## src/rtl/imem_ctrl_pkg.sv

```systemverilog
// Shared definitions for the instruction-memory controller slice.
// No logic; pure types and constants.
// No flow control.
`timescale 1ns/1ps
package imem_ctrl_pkg;

    localparam int IMEM_AW_DEFAULT = 12;
    localparam int IMEM_SIZE       = 1 << IMEM_AW_DEFAULT;

    typedef enum logic [1:0] {
        ST_RUN   = 2'd0,
        ST_LOAD  = 2'd1,
        ST_FLUSH = 2'd2
    } state_t;

    function automatic logic misaligned(input logic [31:0] addr);
        return addr[1:0] != 2'b00;
    endfunction

endpackage

```

## src/rtl/imem_ctrl_if.sv

```systemverilog
// Bundle of fetch, loader and memory-port signals around imem_ctrl.
// Wiring only, no latency.
// Loader uses ld_valid/ld_ready; fetch stalls via if_stall.
`timescale 1ns/1ps
interface imem_ctrl_if
    import imem_ctrl_pkg::*;
#(
    parameter int AW = IMEM_AW_DEFAULT
);
    logic          if_req;
    logic [31:0]   if_addr;
    logic [31:0]   if_rdata;
    logic          if_valid;
    logic          if_stall;
    logic          if_fault;
    logic          ld_start;
    logic          ld_valid;
    logic [7:0]    ld_byte;
    logic          ld_ready;
    logic          ld_end;
    logic [AW-1:0] ld_count;
    logic          cpu_hold;
    logic [AW-3:0] mem_addr;
    logic          mem_we;
    logic [31:0]   mem_wdata;
    logic [31:0]   mem_rdata;

    modport slave (
        input  if_req, if_addr, ld_start, ld_valid, ld_byte, ld_end, mem_rdata,
        output if_rdata, if_valid, if_stall, if_fault, ld_ready, ld_count,
               cpu_hold, mem_addr, mem_we, mem_wdata
    );

    modport master (
        output if_req, if_addr, ld_start, ld_valid, ld_byte, ld_end, mem_rdata,
        input  if_rdata, if_valid, if_stall, if_fault, ld_ready, ld_count,
               cpu_hold, mem_addr, mem_we, mem_wdata
    );
endinterface

```

## src/rtl/imem_word_packer.sv

```systemverilog
// Packs loader bytes little-endian into 32-bit words, zero-padding partial words.
// Write strobe/data registered: one cycle after the 4th byte or the flush request.
// Never backpressures; accepts one byte per cycle.
`timescale 1ns/1ps
module imem_word_packer
    import imem_ctrl_pkg::*;
(
    input  logic        clk,
    input  logic        rst,
    input  logic        clr,
    input  logic        accept,
    input  logic        flush,
    input  logic [7:0]  byte_in,
    output logic        idx_next_zero,
    output logic        we,
    output logic [31:0] wdata
);
    logic [1:0]  idx_q, idx_d, idx_inc;
    logic [31:0] buf_q, buf_d;
    logic [31:0] wdata_q, wdata_d;
    logic        we_q, we_d;

    always_comb begin
        idx_inc       = idx_q + 2'd1;
        idx_next_zero = accept ? (idx_inc == 2'd0) : (idx_q == 2'd0);
        buf_d         = buf_q;
        idx_d         = idx_q;
        we_d          = 1'b0;
        wdata_d       = wdata_q;
        if (clr) begin
            buf_d = '0;
            idx_d = '0;
        end else begin
            if (accept) begin
                buf_d[{idx_q, 3'b000} +: 8] = byte_in;
                idx_d = idx_inc;
            end
            // Clearing the buffer after every write keeps unfilled lanes zero.
            if ((accept && idx_q == 2'd3) || flush) begin
                we_d    = 1'b1;
                wdata_d = buf_d;
                buf_d   = '0;
                idx_d   = '0;
            end
        end
    end

    always_ff @(posedge clk or negedge rst) begin
        if (!rst) begin
            idx_q   <= '0;
            buf_q   <= '0;
            wdata_q <= '0;
            we_q    <= 1'b0;
        end else begin
            idx_q   <= idx_d;
            buf_q   <= buf_d;
            wdata_q <= wdata_d;
            we_q    <= we_d;
        end
    end

    assign we    = we_q;
    assign wdata = wdata_q;
endmodule

```

## src/rtl/imem_ctrl.sv

```systemverilog
// Shares the instruction-memory port between IF fetches (RUN) and a byte loader (LOAD/FLUSH).
// Fetch data registered, 1-cycle latency, back-to-back; word writes 1 cycle after 4th byte.
// if_stall and cpu_hold assert while loading or a write is pending; ld_ready never drops in LOAD.
`timescale 1ns/1ps
module imem_ctrl
    import imem_ctrl_pkg::*;
#(
    parameter int IMEM_ADDR_WIDTH = IMEM_AW_DEFAULT
)(
    input  logic        clk,
    input  logic        rst,
    imem_ctrl_if.slave  bus
);
    state_t                     state_q, state_d;
    logic [IMEM_ADDR_WIDTH-3:0] wptr_q, wptr_d;
    logic [IMEM_ADDR_WIDTH-1:0] ld_count_q, ld_count_d;
    logic [31:0]                if_rdata_q, if_rdata_d;
    logic                       if_valid_q, if_valid_d;
    logic                       if_fault_q, if_fault_d;

    logic ld_ready, cpu_hold, if_stall;
    logic ld_start_go, accept, go_flush, fetch_go;
    logic pk_idx_zero, pk_we;
    logic [31:0] pk_wdata;
    logic unused_addr_hi;

    assign unused_addr_hi = ^bus.if_addr[31:IMEM_ADDR_WIDTH];

    always_ff @(posedge clk or negedge rst) begin
        if (!rst) state_q <= ST_RUN;
        else      state_q <= state_d;
    end

    always_comb begin
        state_d = state_q;
        case (state_q)
            ST_RUN:   if (bus.ld_start) state_d = ST_LOAD;
            // pk_idx_zero already accounts for a byte accepted alongside ld_end.
            ST_LOAD:  if (bus.ld_end) state_d = pk_idx_zero ? ST_RUN : ST_FLUSH;
            ST_FLUSH: state_d = ST_RUN;
            default:  state_d = ST_RUN;
        endcase
    end

    always_comb begin
        ld_ready = (state_q == ST_LOAD);
        cpu_hold = (state_q != ST_RUN) || pk_we;
        if_stall = bus.if_req && cpu_hold;
    end

    always_comb begin
        ld_start_go = (state_q == ST_RUN) && bus.ld_start;
        accept      = bus.ld_valid && ld_ready;
        go_flush    = (state_q == ST_LOAD) && bus.ld_end && !pk_idx_zero;
        fetch_go    = bus.if_req && !cpu_hold;

        wptr_d = wptr_q;
        if (ld_start_go) wptr_d = '0;
        else if (pk_we)  wptr_d = wptr_q + 1'b1;

        ld_count_d = ld_count_q;
        if (ld_start_go) ld_count_d = '0;
        else if (accept) ld_count_d = ld_count_q + 1'b1;

        if_rdata_d = if_rdata_q;
        if_valid_d = fetch_go;
        if_fault_d = 1'b0;
        if (fetch_go) begin
            if_rdata_d = bus.mem_rdata;
            if_fault_d = misaligned(bus.if_addr);
        end
    end

    always_ff @(posedge clk or negedge rst) begin
        if (!rst) begin
            wptr_q     <= '0;
            ld_count_q <= '0;
            if_rdata_q <= '0;
            if_valid_q <= 1'b0;
            if_fault_q <= 1'b0;
        end else begin
            wptr_q     <= wptr_d;
            ld_count_q <= ld_count_d;
            if_rdata_q <= if_rdata_d;
            if_valid_q <= if_valid_d;
            if_fault_q <= if_fault_d;
        end
    end

    imem_word_packer u_packer (
        .clk           (clk),
        .rst           (rst),
        .clr           (ld_start_go),
        .accept        (accept),
        .flush         (go_flush),
        .byte_in       (bus.ld_byte),
        .idx_next_zero (pk_idx_zero),
        .we            (pk_we),
        .wdata         (pk_wdata)
    );

    assign bus.mem_addr  = pk_we ? wptr_q : bus.if_addr[IMEM_ADDR_WIDTH-1:2];
    assign bus.mem_we    = pk_we;
    assign bus.mem_wdata = pk_wdata;
    assign bus.if_rdata  = if_rdata_q;
    assign bus.if_valid  = if_valid_q;
    assign bus.if_fault  = if_fault_q;
    assign bus.if_stall  = if_stall;
    assign bus.ld_ready  = ld_ready;
    assign bus.ld_count  = ld_count_q;
    assign bus.cpu_hold  = cpu_hold;
endmodule

```

## src/flat_wrapper.sv

```systemverilog
// flat-port wrapper written by rule: the top's interface ports become plain ports
module imem_ctrl_flat import imem_ctrl_pkg::*;
#(
    parameter int IMEM_ADDR_WIDTH = IMEM_AW_DEFAULT
)
  (clk, rst, bus_if_req, bus_if_addr, bus_ld_start, bus_ld_valid, bus_ld_byte, bus_ld_end, bus_mem_rdata, bus_if_rdata, bus_if_valid, bus_if_stall, bus_if_fault, bus_ld_ready, bus_ld_count, bus_cpu_hold, bus_mem_addr, bus_mem_we, bus_mem_wdata);
  imem_ctrl_if #(.AW((12))) bus_i ();
  input  logic clk;
  input  logic rst;
  input wire logic [$bits(bus_i.if_req)-1:0] bus_if_req;
  input wire logic [$bits(bus_i.if_addr)-1:0] bus_if_addr;
  input wire logic [$bits(bus_i.ld_start)-1:0] bus_ld_start;
  input wire logic [$bits(bus_i.ld_valid)-1:0] bus_ld_valid;
  input wire logic [$bits(bus_i.ld_byte)-1:0] bus_ld_byte;
  input wire logic [$bits(bus_i.ld_end)-1:0] bus_ld_end;
  input wire logic [$bits(bus_i.mem_rdata)-1:0] bus_mem_rdata;
  output wire logic [$bits(bus_i.if_rdata)-1:0] bus_if_rdata;
  output wire logic [$bits(bus_i.if_valid)-1:0] bus_if_valid;
  output wire logic [$bits(bus_i.if_stall)-1:0] bus_if_stall;
  output wire logic [$bits(bus_i.if_fault)-1:0] bus_if_fault;
  output wire logic [$bits(bus_i.ld_ready)-1:0] bus_ld_ready;
  output wire logic [$bits(bus_i.ld_count)-1:0] bus_ld_count;
  output wire logic [$bits(bus_i.cpu_hold)-1:0] bus_cpu_hold;
  output wire logic [$bits(bus_i.mem_addr)-1:0] bus_mem_addr;
  output wire logic [$bits(bus_i.mem_we)-1:0] bus_mem_we;
  output wire logic [$bits(bus_i.mem_wdata)-1:0] bus_mem_wdata;
  assign bus_i.if_req = bus_if_req;
  assign bus_i.if_addr = bus_if_addr;
  assign bus_i.ld_start = bus_ld_start;
  assign bus_i.ld_valid = bus_ld_valid;
  assign bus_i.ld_byte = bus_ld_byte;
  assign bus_i.ld_end = bus_ld_end;
  assign bus_i.mem_rdata = bus_mem_rdata;
  assign bus_if_rdata = bus_i.if_rdata;
  assign bus_if_valid = bus_i.if_valid;
  assign bus_if_stall = bus_i.if_stall;
  assign bus_if_fault = bus_i.if_fault;
  assign bus_ld_ready = bus_i.ld_ready;
  assign bus_ld_count = bus_i.ld_count;
  assign bus_cpu_hold = bus_i.cpu_hold;
  assign bus_mem_addr = bus_i.mem_addr;
  assign bus_mem_we = bus_i.mem_we;
  assign bus_mem_wdata = bus_i.mem_wdata;
  imem_ctrl #(.IMEM_ADDR_WIDTH(IMEM_ADDR_WIDTH)) u_core (.clk(clk), .rst(rst), .bus(bus_i));
endmodule
```

## config.mk

```make
export PLATFORM = sky130hd
export DESIGN_NAME = imem_ctrl_flat
export DESIGN_NICKNAME = d
export VERILOG_FILES = /design/src/rtl/imem_ctrl_pkg.sv /design/src/rtl/imem_ctrl_if.sv /design/src/rtl/imem_word_packer.sv /design/src/rtl/imem_ctrl.sv /design/src/flat_wrapper.sv
export SDC_FILE = /design/constraint.sdc
export NUM_CORES = 1
export LEC_CHECK = 0
export CORE_MARGIN = 5
export CORE_UTILIZATION = 51
export DETAILED_ROUTE_END_ITERATION = 6
export GPL_ROUTABILITY_DRIVEN = 0
export HOLD_SLACK_MARGIN = 0.02
export PLACE_DENSITY = 0.86
export SLEW_MARGIN = 20
export SYNTH_ARGS = -nofsm -noshare
export SYNTH_HDL_FRONTEND = slang
export SYNTH_SLANG_ARGS = --single-unit
export TNS_END_PERCENT = 20
```

## constraint.sdc

```tcl
create_clock -name clk -period 3.27 [get_ports clk]
set_input_delay 0.4905 -clock clk [delete_from_list [all_inputs] [get_ports clk]]
set_output_delay 0.4905 -clock clk [all_outputs]
set_load 0.03 [all_outputs]
```

; ---- Yosys cells after proc, flatten, opt, wreduce, memory -nomap -nowiden
; Cells that the tools add are included.
[classes]
addsub = 4
n_eq_ne = 4
n_shift = 2
muxes = 20
bitwise = 1
n_reduce_logical = 21
[ops]
columns = cell, n
row1 = $mux 32, 3
row2 = $bwmux 32, 1
row3 = $shift 8x7->32 const A, 1
row4 = $shiftx 8x7->32, 1
row5 = $mux 10, 3
row6 = $mux 12, 2
row7 = $add 12x1->12 const B, 1
row8 = $mux 2, 6
row9 = $add 10x1->10 const B, 1
row10 = $reduce_bool 2->1, 4
row11 = $logic_and 1x1->1, 7
row12 = $neg 5->7, 1
row13 = $logic_not 2->1, 3
row14 = $mux 1, 4
row15 = $ne 2x2->1 const B, 2
row16 = $pmux 2 s2, 1
row17 = $reduce_and 2->1, 2
row18 = $reduce_bool 3->1, 1
row19 = $add 2x1->2 const B, 1
row20 = $eq 2x1->1 const B, 1
row21 = $eq 2x2->1 const B, 1
row22 = $logic_not 1->1, 2
row23 = $logic_or 1x1->1, 2
row24 = $not 1->1, 1
[totals]
reg_bits = 125
input_bits = 78
out_inout_bits = 92
word_cells = 62

; ---- Logic depth before layout (Yosys ltp)
[logic_depth]
ltp_word = 8
ltp_mapped = 8
depth_no_buf = 6

; ---- Hierarchy
; Synthesis repeated with hierarchy kept, for this count alone.
[hier_totals]
hier_cells = 480
area_unflattened_um2 = 5709.2
[modules_own_cells]
columns = mod, instances, cells_each, area_per_inst_um2, seq_area_each_um2
row1 = imem_word_packer, 1, 276, 2971.6, 1676.6
row2 = imem_ctrl, 1, 204, 2737.6, 1451.4

; ---- Worst setup path after synthesis
; No wires, ideal clock.
[synth_timing]
path_kind = reg-to-output
startpoint = register u_core.u_packer.we_q, in the netlist u_core.u_packer.we
endpoint = output port bus_mem_addr[2]
arrival_ns = 1.611
t_required_ns = 2.779
path_slack_ns = 1.169
path_stages_with_launch = 4
path_buffers = 2
cell_sequence = dfrtp_1 > clkbuf_1 > clkbuf_1 > mux2_2
[synth_between]
elab_chain_cells = 1
[synth_rtl]
columns = item, line_no
row1 = from (decl), imem_word_packer.sv:21  ; logic we_q, we_d;
row2 = from (signal assigned), imem_word_packer.sv:58  ; we_q <= we_d;
row3 = $mux 10, imem_ctrl.sv:102  ; assign bus.mem_addr = pk_we ? wptr_q : bus.if_addr[IMEM_ADDR_WIDTH-1:2];
row4 = to (decl), flat_wrapper.sv:24  ; output wire logic [$bits(bus_i.mem_addr)-1:0] bus_mem_addr;
; No other way between the ends.

; ---- Final worst setup path
[layout_timing]
startpoint = register u_core.u_packer.we_q, in the netlist u_core.u_packer.we
endpoint = output port bus_if_stall
[layout_between]
elab_chain_cells = 2
[layout_rtl]
columns = item, line_no
row1 = $logic_or 1x1->1, imem_ctrl.sv:47  ; cpu_hold = (state_q != ST_RUN) || pk_we;
row2 = $logic_and 1x1->1, imem_ctrl.sv:48  ; if_stall = bus.if_req && cpu_hold;
row3 = to (decl), flat_wrapper.sv:19  ; output wire logic [$bits(bus_i.if_stall)-1:0] bus_if_stall;
; No other way between the ends.

==> impl_metrics.ini <==
[outcome]
outcome = complete, no violations

[logic_synthesis]
syn_inst = 453
syn_area_per_cell_um2 = 12.2
synth_common_cells = 125 x dfrtp_1, 40 x nor2_1, 39 x mux2_2, 27 x o21ai_0, 23 x nand2_1
yosysWarnings = 0
synth_edf_count = 0
synth_area_um2 = 5520
ys_types = 52
ys_seq_elements = 125
syn_nets = 538
synth_flop_cell = dfrtp_1
ys_seq_area_frac = 0.567
async_flop_share = 1.00
netlist_top_cells_area = dfrtp_1 57%, mux2_2 8.0%, nor2_1 2.7%
synth_top_area_share = 0.567
synth_most_common_cell = dfrtp_1
synth_top_cell_by_area = dfrtp_1

[cts]
clockBufferDepth = 2
cts_setup_buffers = 0
worstSkewPairLatency_ns = 0.52
cts_hold_buffers = 0
cts_tree = built
ctsResizeCount = 0
cts_root_buffer = clkbuf_8
cts.sinks = 125
cts_made_buffers = 17
htreeDepth = 4
clk_pin_slew_ns = 0.06

[critical_path]
path_max_fanout = 18
reg2reg_slack_ns = 0.96
worst_ep_required_time_ns = 2.78
worstSetupPathType = reg -> out
r2r-end = u_core.u_packer.idx_q[0]$_DFFE_PN0P_
critPathCaptureType = output port
reg2reg_depth = 7
rr_startpoint = u_core.u_packer.idx_q[0]$_DFFE_PN0P_
crit_arrival_ns = 2.43
crit_start = u_core.u_packer.we$_DFF_PN0_
cp-start-kind = flip-flop

[timing]
fin_crit_ns = 2.92
finalSetupViolCount = 0
report.final.hold_viol_count = 0
grt_setup_unrepaired = no
skew_ns = 0.00956
fmax_mhz = 343
fin_crit_sh = 0.892
setup_tns_ns = 0
maxSlewHeadroom = 0.388
finalMaxSlewViolations = 0
tightest_slew_ns = 0.919

[pwr]
p_leak_nw = 3.36
total_power_mw = 6.60
power_density_nw_per_um2 = 848
ir_drop_mv = 0.567

[drt]
routed_wl_mm = 14.2
drc = 0
initialDrtViolationCount = 253
wl_per_cell_um = 18.7
drtAntennaViolNets = 0
num_vias = 4294
via_per_inst = 5.66
firstDrtPassIters = 4

[layout]
layout-drive-gt1-share = 0.181
antenna_cells = 0
seq_area_um2 = 3130
final_nets = 691
n_fill_cell = 744
stdcell_area_um2 = 7780
syn2layout_area_growth_pct = 41.0
multi_input_area_um2 = 2240
fin_cells = 759

[floorplan]
dieArea_um2 = 13000
core-area_um2 = 10700
die_x_um = 114
start_util = 0.516
fp-row-count = 38
io-pin-count = 170
fp.dieH_um = 114

[global_routing]
grt_max_degree = 75
grt_pass1_vias = 4453
grt_overflow = 0
grt_usage = 0.223
grt_pass1_wl_mm = 22.8
antenna_found_initial = 0

[flow_run]
maxCapViolations = 0

[placed_design]
placed_area_um2 = 7150
dp_cells = 727
dp_hpwl_mm = 10.1
port-buffer-count = 149

[hold_path]
hp-class = in -> async
power breakdown:
| part | leakage (nW) | switching (mW) | internal [mW] | total, mW |
|---|---|---|---|---|
| clock | 0.309 | 0.671 | 1.30 | 1.97 |
| sequential | 1.65 | 0.194 | 1.88 | 2.07 |
| combinational | 1.41 | 1.49 | 1.07 | 2.56 |
critical path, cell delays in order (launching register included):
cell	delay [ns]
dfrtp_1	0.64
or3_4	0.51
and2_1	0.18
clkdlybuf4s50_1	0.59
state kept, by name, summed over array words and instances (netlist names):
| register | count |
|---|---|
| u_core.wptr_q | 10 |
| u_core.bus.if_rdata | 32 |
| u_core.u_packer.wdata | 32 |
| u_core.u_packer.we | 1 |
| u_core.bus.if_fault | 1 |
| u_core.bus.if_valid | 1 |
| u_core.bus.ld_count | 12 |
| u_core.state_q | 2 |
| u_core.u_packer.idx_q | 2 |
| u_core.u_packer.buf_q | 32 |
worst max path at each step:
| stage | end |
|---|---|
| floorplan | bus_mem_addr[2] |
| global placement | u_core.u_packer.wdata[5]$_DFFE_PN0P_ |
| detailed placement | u_core.u_packer.wdata[22]$_DFFE_PN0P_ |
| CTS | bus_if_stall |
| global route | bus_if_stall |
| finish | bus_if_stall |
cells by family after synthesis:
| logic type | after synthesis | synth area share |
|---|---|---|
| XOR/XNOR | 14 | 0.0222 |
| AND/OR/NAND/NOR | 120 | 0.130 |
| buffers and inverters | 34 | 0.0290 |
| flip-flops | 125 | 0.567 |
| adder cells (fa/ha/maj) | 7 | 0.0159 |
| multiplexers | 48 | 0.0975 |
| AO/OA/AOI/OAI | 105 | 0.139 |
per-layer routing:
| metal | global-route usage | routed length, um |
|---|---|---|
| met2 | 0.385 | 7190 |
| met1 | 0.268 | 5700 |
| met3 | 0.0557 | 1040 |
| met5 | 0 | 0 |
| met4 | 0.0839 | 290 |
layout make-up:
cell class                      count  area share
Clock buffer                       22      0.0595
Clock inverter                     10      0.0208
Inverter                            7     0.00338
Multi-Input combinational cell    294       0.289
Sequential cell                   125       0.402
Tap cell                          140      0.0225
Timing Repair Buffer              161       0.203
through the flow:
step	worst slack (ns)	utilization	hold WS (ns)
floorplan	1.17	-	0.195
global placement	0.747	0.669	0.467
detailed placement	0.649	0.669	0.475
CTS	0.333	0.727	0.135
global route	0.252	0.727	0.174
finish	0.352	0.727	0.110
placed cells by master, fill, tap and decap left out, types with 12 or more instances in the layout:
master             n
nand2_1           23
clkbuf_16         16
mux2_2            39
o21ai_0           27
a21oi_1           12
dfrtp_1          125
nand3_1           16
a22oi_1           12
clkdlybuf4s50_1  148
buf_4             13
nor2_1            40
o31ai_1           13
Power figures use the tool's default switching activity.
